`src/rtl/alu_pkg.sv`:
```
// Shared op codes, iterator FSM encoding and decode helpers for the
// alu_muldiv execution unit.
package alu_pkg;

  typedef logic [3:0] op_t;

  localparam op_t OP_AND   = 4'd0;
  localparam op_t OP_OR    = 4'd1;
  localparam op_t OP_ADD   = 4'd2;
  localparam op_t OP_XOR   = 4'd3;
  localparam op_t OP_NOR   = 4'd4;
  localparam op_t OP_SLTU  = 4'd5;
  localparam op_t OP_SUB   = 4'd6;
  localparam op_t OP_SLT   = 4'd7;
  localparam op_t OP_MULTU = 4'd8;
  localparam op_t OP_MULT  = 4'd9;
  localparam op_t OP_DIVU  = 4'd10;
  localparam op_t OP_DIV   = 4'd11;
  localparam op_t OP_MFHI  = 4'd12;
  localparam op_t OP_MFLO  = 4'd13;

  localparam logic [1:0] S_IDLE = 2'd0;
  localparam logic [1:0] S_RUN  = 2'd1;
  localparam logic [1:0] S_FIN  = 2'd2;

  // Ops 8..11 are iterative; their low two bits form the iterator mode
  // {divide, signed}.
  function automatic logic is_muldiv(op_t op);
    return op[3:2] == 2'b10;
  endfunction

endpackage

```
`src/rtl/muldiv_iter.sv`:
```
// Iterative shift-add multiplier / restoring divider, one bit per clock,
// with sign fix-up applied to the hi/lo outputs while in FIN.
module muldiv_iter
  import alu_pkg::*;
#(
  parameter int WIDTH = 32
) (
  input  logic             clk,
  input  logic             reset,
  input  logic             go,
  input  logic [1:0]       mode,
  input  logic [WIDTH-1:0] a,
  input  logic [WIDTH-1:0] b,
  output logic             busy,
  output logic             fin,
  output logic [WIDTH-1:0] hi,
  output logic [WIDTH-1:0] lo
);

  localparam int CW = $clog2(WIDTH);
  localparam logic [CW-1:0] CNT_LAST = CW'(WIDTH - 1);

  logic [1:0]         state;
  logic [CW-1:0]      cnt;
  logic [WIDTH:0]     acc;
  logic [WIDTH-1:0]   q, mcand, a_raw;
  logic               is_div, neg_q, neg_r, dz;

  logic               sa, sb;
  logic [WIDTH-1:0]   ma, mb;
  logic [WIDTH:0]     step_sum, shl;
  logic [WIDTH+1:0]   trial;
  logic [2*WIDTH-1:0] prod, prod_s;
  logic [WIDTH-1:0]   quo, rem;

  assign sa = mode[0] & a[WIDTH-1];
  assign sb = mode[0] & b[WIDTH-1];
  assign ma = sa ? -a : a;
  assign mb = sb ? -b : b;

  assign step_sum = q[0] ? acc + {1'b0, mcand} : acc;
  assign shl      = {acc[WIDTH-1:0], q[WIDTH-1]};
  // Extra guard bit: shl can reach 2^(WIDTH+1)-1, so borrow lives one bit up.
  assign trial    = {1'b0, shl} - {2'b00, mcand};

  always_ff @(posedge clk) begin
    if (reset) begin
      state <= S_IDLE;
      cnt   <= '0;
    end else begin
      case (state)
        S_IDLE: if (go) begin
          state <= S_RUN;
          cnt   <= CNT_LAST;
        end
        S_RUN: begin
          if (cnt == '0) state <= S_FIN;
          else           cnt   <= cnt - CW'(1);
        end
        S_FIN:   state <= S_IDLE;
        default: state <= S_IDLE;
      endcase
    end
  end

  // NOTE: datapath registers are always loaded on go before they are read,
  // so only the control state above needs a reset.
  always_ff @(posedge clk) begin
    if (state == S_IDLE && go) begin
      acc    <= '0;
      is_div <= mode[1];
      neg_q  <= sa ^ sb;
      neg_r  <= sa;
      dz     <= mode[1] && (b == '0);
      a_raw  <= a;
      q      <= mode[1] ? ma : mb;
      mcand  <= mode[1] ? mb : ma;
    end else if (state == S_RUN) begin
      if (is_div) begin
        if (trial[WIDTH+1]) begin
          acc <= shl;
          q   <= {q[WIDTH-2:0], 1'b0};
        end else begin
          acc <= trial[WIDTH:0];
          q   <= {q[WIDTH-2:0], 1'b1};
        end
      end else begin
        acc <= {1'b0, step_sum[WIDTH:1]};
        q   <= {step_sum[0], q[WIDTH-1:1]};
      end
    end
  end

  assign prod   = {acc[WIDTH-1:0], q};
  assign prod_s = neg_q ? -prod : prod;
  assign quo    = neg_q ? -q : q;
  assign rem    = neg_r ? -acc[WIDTH-1:0] : acc[WIDTH-1:0];

  // Divide by zero bypasses the iteration result entirely.
  assign hi = !is_div ? prod_s[2*WIDTH-1:WIDTH] : (dz ? a_raw : rem);
  assign lo = !is_div ? prod_s[WIDTH-1:0]       : (dz ? '1    : quo);

  assign busy = (state != S_IDLE);
  assign fin  = (state == S_FIN);

endmodule

```
`src/rtl/alu_muldiv.sv`:
```
// Registered MIPS integer execution unit: single-cycle ALU ops plus
// iterative multiply/divide into HI/LO with a start/busy/done handshake.
module alu_muldiv
  import alu_pkg::*;
#(
  parameter int WIDTH = 32
) (
  input  logic             clk,
  input  logic             reset,
  input  logic             start,
  input  logic [3:0]       op,
  input  logic [WIDTH-1:0] a,
  input  logic [WIDTH-1:0] b,
  output logic             busy,
  output logic             done,
  output logic [WIDTH-1:0] result,
  output logic             z,
  output logic             ov,
  output logic [WIDTH-1:0] hi,
  output logic [WIDTH-1:0] lo
);

  logic             issue, go, fin;
  logic [WIDTH-1:0] iter_hi, iter_lo, sum, dif, alu_res;
  logic             alu_ov;

  assign issue = start && !busy;
  assign go    = issue && is_muldiv(op);
  assign sum   = a + b;
  assign dif   = a - b;

  muldiv_iter #(.WIDTH(WIDTH)) u_iter (
    .clk   (clk),
    .reset (reset),
    .go    (go),
    .mode  (op[1:0]),
    .a     (a),
    .b     (b),
    .busy  (busy),
    .fin   (fin),
    .hi    (iter_hi),
    .lo    (iter_lo)
  );

  // NOTE: defaults first so every path assigns both outputs and no latch forms.
  always_comb begin
    alu_res = '0;
    alu_ov  = 1'b0;
    case (op)
      OP_AND:  alu_res = a & b;
      OP_OR:   alu_res = a | b;
      OP_XOR:  alu_res = a ^ b;
      OP_NOR:  alu_res = ~(a | b);
      OP_ADD: begin
        alu_res = sum;
        alu_ov  = (a[WIDTH-1] == b[WIDTH-1]) && (sum[WIDTH-1] != a[WIDTH-1]);
      end
      OP_SUB: begin
        alu_res = dif;
        alu_ov  = (a[WIDTH-1] != b[WIDTH-1]) && (dif[WIDTH-1] == b[WIDTH-1]);
      end
      OP_SLTU: alu_res = {{(WIDTH-1){1'b0}}, a < b};
      OP_SLT:  alu_res = {{(WIDTH-1){1'b0}}, $signed(a) < $signed(b)};
      OP_MFHI: alu_res = hi;
      OP_MFLO: alu_res = lo;
      default: alu_res = '0;
    endcase
  end

  // NOTE: non-blocking assignments keep every register sampling pre-edge values.
  always_ff @(posedge clk) begin
    if (reset) begin
      result <= '0;
      ov     <= 1'b0;
      done   <= 1'b0;
      hi     <= '0;
      lo     <= '0;
    end else begin
      done <= 1'b0;
      if (fin) begin
        hi     <= iter_hi;
        lo     <= iter_lo;
        result <= '0;
        ov     <= 1'b0;
        done   <= 1'b1;
      end else if (issue && !go) begin
        result <= alu_res;
        ov     <= alu_ov;
        done   <= 1'b1;
      end
    end
  end

  assign z = (result == '0);

endmodule

```
`config.mk`:
```
export PLATFORM = sky130hd
export DESIGN_NAME = alu_muldiv
export DESIGN_NICKNAME = d
export VERILOG_FILES = /design/src/rtl/alu_pkg.sv /design/src/rtl/muldiv_iter.sv /design/src/rtl/alu_muldiv.sv
export SDC_FILE = /design/constraint.sdc
export NUM_CORES = 1
export LEC_CHECK = 0
export CORE_UTILIZATION = 45
export CTS_CLUSTER_SIZE = 8
export DETAILED_ROUTE_END_ITERATION = 12
export GPL_ROUTABILITY_DRIVEN = 0
export PLACE_DENSITY = 0.65
export SLEW_MARGIN = 20
export SYNTH_ARGS = -nofsm -noshare
export SYNTH_HDL_FRONTEND = slang
export SYNTH_SLANG_ARGS = --single-unit
```
`constraint.sdc`:
```
create_clock -name clk -period 3.93 [get_ports clk]
set_input_delay 0.393 -clock clk [delete_from_list [all_inputs] [get_ports clk]]
set_output_delay 0.393 -clock clk [all_outputs]
set_load 0.02 [all_outputs]
```
==> impl_metrics.py <==
metrics = {
    "power": {
        "clock_power_share_pct": 28.0,
        "max-vdd-ir-drop_mv": 0.283,
        "fin_total_pwr_w": 0.0108,
        "total_switching_power_w": 0.00416,
        "leakage_nw": 11.0,
        "flop_pwr_share_pct": 28.4,
        "power-per-cell-area_nw_per_um2": 397,
        "internal_power_component_w": 0.00666,
        "switching_share_pct": 38.4,
        "share_comb_of_total_power_pct": 43.6,
    },
    "synthesis": {
        "yosysMostFrequentCell": "nand2_1",
        "yosys.area.top_type": "edfxtp_1",
        "yosys.area.top_type_share_pct": 13.4,
        "synth_cell_type_count": 83,
        "synth_xor_xnor_area_share_pct": 8.05,
        "synth_compound_area_share_pct": 27.4,
        "yosys.area_share.adder_pct": 10.4,
        "synth_area_um2": 22400,
        "simple_gate_fraction_of_synth_area_pct": 17.2,
        "yosysSeqAreaShare_pct": 25.7,
        "dominant_combinational_cell_family_by_area_after_synthesis": "compound AO/OA/AOI/OAI gates",
        "cells_taking_the_most_area_after_synthesis": "edfxtp_1 13%, dfxtp_1 12%, ha_1 10%, xnor2_1 6.2%, a21oi_1 5.9%",
        "synth.mux.area_fraction_pct": 5.48,
        "synth-edff-count": 100,
        "syn_inst": 2874,
        "asyncSetResetFlopFracSynth_pct": 0,
        "syn_nets": 3129,
        "ys_dominant_reg_cell": "dfxtp_1",
        "post_synth_most_frequent_cells": "281 x nand2_1, 265 x a21oi_1, 258 x nor2_1",
        "ys_ff_latch": 238,
        "avgSynthCellArea_um2": 7.80,
        "synth_warnings": 0,
    },
    "critical_path": {
        "critical_path.startpoint_type": "register",
        "cp-end-kind": "register",
        "critPathKind": "reg2reg",
        "crit_path_max_fanout": 10,
        "r2r-end": "u_iter.acc[8]",
        "worst-endpoint-arrival_ns": 4.26,
        "critical_path.reg2reg.startpoint": "u_iter.q[31]",
        "reg2reg_depth": 20,
        "ff2ff_setup_slack_ns": 0.08,
        "worst-endpoint-required_ns": 4.34,
    },
    "clocking": {
        "cts-root-buf": "clkbuf_16",
        "cts.path.max_buffers": 3,
        "clk_transition_reported_paths_ns": 0.05,
        "cts_hold_buffers": 0,
        "tritoncts.num_buffers": 36,
        "clock_insertion_delay_worst_skew_ns": 0.54,
        "clock_tree.htree_level_count": 2,
        "clock_net_sink_count": 238,
        "tritoncts": "built",
    },
    "worst_hold_path": {
        "timing.hold.worst.start": "reset",
        "min_path_cells": 2,
        "hold_class": "in2reg",
        "min_delay_worst_endpoint": "lo[24]",
    },
    "route": {
        "wl_per_cell_um": 22.3,
        "detailedRoute.firstIterationViolations": 2528,
        "detailedRoute.firstPassIterationCount": 9,
        "final_antenna_net_count": 0,
        "detail_route.vias_per_cell": 6.25,
        "route.vias.total": 23900,
        "remaining_drc_errors": 0,
        "totalWireLength_mm": 85.2,
    },
    "floorplanning": {
        "pin_count": 171,
        "floorplan.initialDensity_pct": 45.7,
        "core_um2": 49100,
        "chipHeight_um": 225,
        "dieWidth_um": 225,
        "fp-row-count": 81,
        "design.die.area_um2": 50700,
    },
    "grt": {
        "gr-usage-all-layers_pct": 32.8,
        "grt_first_pass_wirelength_mm": 130,
        "grt_max_degree": 142,
        "grt_antenna_before_repair": 0,
        "via_count_of_the_first_global_routing_pass": 22700,
        "global_route.overflow_total": 0,
    },
    "sta": {
        "final-max-slew-violation-count": 0,
        "final-setup-viol-count": 0,
        "max_freq_mhz": 260,
        "clock_skew_ns": 0.0216,
        "worstMarginPinSlew_ns": 1.10,
        "setup-tns-final_ns": 0,
        "holdWs_ns": 0.374,
        "final.period_utilization_pct": 98.0,
        "slew_headroom_pct": 26.2,
        "post-route-min-period_ns": 3.85,
        "finalHoldViolCount": 0,
    },
    "place": {
        "place_hpwl_mm": 65.4,
        "post_dp_cell_area_um2": 26100,
        "dp.cells": 3755,
        "port_buffers": 170,
    },
    "cells_and_area": {
        "seq_area_um2": 5770,
        "multi_input_combinational_cell_area_um2": 15500,
        "number_of_cells_in_the_finished_layout_apart_from_fillers": 3825,
        "fin_nets": 3388,
        "areaGrowthSynthToFinish_pct": 21.8,
        "drive_above_1_share_pct": 10.8,
        "post-route-cell-area_um2": 27300,
        "fillCellCount": 4502,
    },
    "run_status": {
        "status": "completed",
    },
    "job": {
        "max_cap_viol": 0,
    },
}
how the worst max path moves through the flow:
stage	from	endpoint	slack, ns	cells after the start
floorplan	op[3]	u_iter.a_raw[0]	0.26	5
global placement	b[3]	u_iter.q[24]	-0.31	12
detailed placement	a[0]	result[30]	-0.31	15
CTS	u_iter.q[31]	u_iter.acc[4]	0.02	19
global route	u_iter.q[31]	u_iter.acc[8]	-0.06	20
finish	u_iter.q[31]	u_iter.acc[8]	0.08	20
power groups by stage:
stage	clock network, W	registers [W]	logic [W]
6_report	0.00303	0.00307	0.00472
5_1_grt	0.00313	0.00309	0.00515
4_1_cts	0.00305	0.00306	0.00451
3_5_place_dp	0	0.00311	0.00447
3_3_place_gp	0	0.00310	0.00436
2_1_floorplan	0	0.00303	0.00310
kinds of logic after synthesis:
| family | after synthesis |
|---|---|
| adders and majority gates | 184 |
| muxes | 122 |
| and+or+nand+nor | 844 |
| buffers and inverters | 339 |
| xor gates and xnor gates | 206 |
| DFF | 238 |
| AOI/OAI and AO/OA | 941 |
registers in the layout, indices dropped and copies added (netlist names):
name and flops:
ov 1, hi 32, result 32, lo 32, u_iter.is_div 1, u_iter.state 2
u_iter.dz 1, u_iter.acc 33, u_iter.a_raw 32, u_iter.mcand 32, u_iter.neg_q 1, u_iter.q 32
done 1, u_iter.cnt 5, u_iter.neg_r 1
cell type report:
class	count	area share (%)
Antenna cell	1	0.00917
Multi-Input combinational cell	2297	56.8
Inverter	153	2.11
Sequential cell	238	21.1
Tap cell	664	3.04
Clock buffer	62	3.73
Clock inverter	3	0.202
Timing Repair Buffer	407	13.0
per-layer routing:
metal / share of wire (%) / vias to the layer above / global-route usage [%]
met2: 44 / 1417 / 51.4
met1: 41 / 11200 / 43.9
met4: 4.8 / 0 / 15.1
met5: 0 / - / 0
met3: 10 / 245 / 5.72
li1: - / 11000 / -
per-stage QoR:
step	worst slack, ns	util [%]
3_5_place_dp	-0.308	53.1
3_3_place_gp	-0.310	53.1
5_1_grt	-0.0635	55.6
2_1_floorplan	0.258	-
4_1_cts	0.0235	55.3
6_report	0.0792	55.7
what timing repair did:
action | in CTS | in global routing
setup endpoints to repair | 33 | 37
gates cloned | 0 | 1
setup buffers | 0 | 3
resized for setup | 4 | 19
pin swaps | 0 | 5
layout by cell type, fill, tap and decap left out, types with 26 or more instances in the layout:
cell type,instances
nor4_1,26
inv_1,148
ha_1,179
nand2_1,281
nor2b_1,28
clkbuf_16,37
o21ai_0,208
a211oi_1,73
mux2i_1,116
xor2_1,48
a221oi_1,36
edfxtp_1,100
dfxtp_1,138
nand2b_1,27
a21oi_1,262
nor2_1,258
nand3_1,65
o211ai_1,36
clkdlybuf4s50_1,168
buf_4,231
xnor2_1,158
a21o_1,39
o31ai_1,36
nor3_1,48
critical path, stage by stage (launching register included):
cell and delay [ns]:
edfxtp_1 0.54, inv_1 0.09, ha_1 0.23, nor2b_2 0.15
o311ai_1 0.11, buf_4 0.17, a2111oi_4 0.37, buf_4 0.17
a2111oi_2 0.04, buf_4 0.15, o31ai_4 0.23, buf_4 0.17
a21oi_2 0.06, o41ai_2 0.20, buf_4 0.22, buf_12 0.12
clkbuf_16 0.15, mux2i_1 0.22, a211oi_1 0.10, a21oi_1 0.17
nor2_1 0.06
Power figures use the tool's default switching activity.
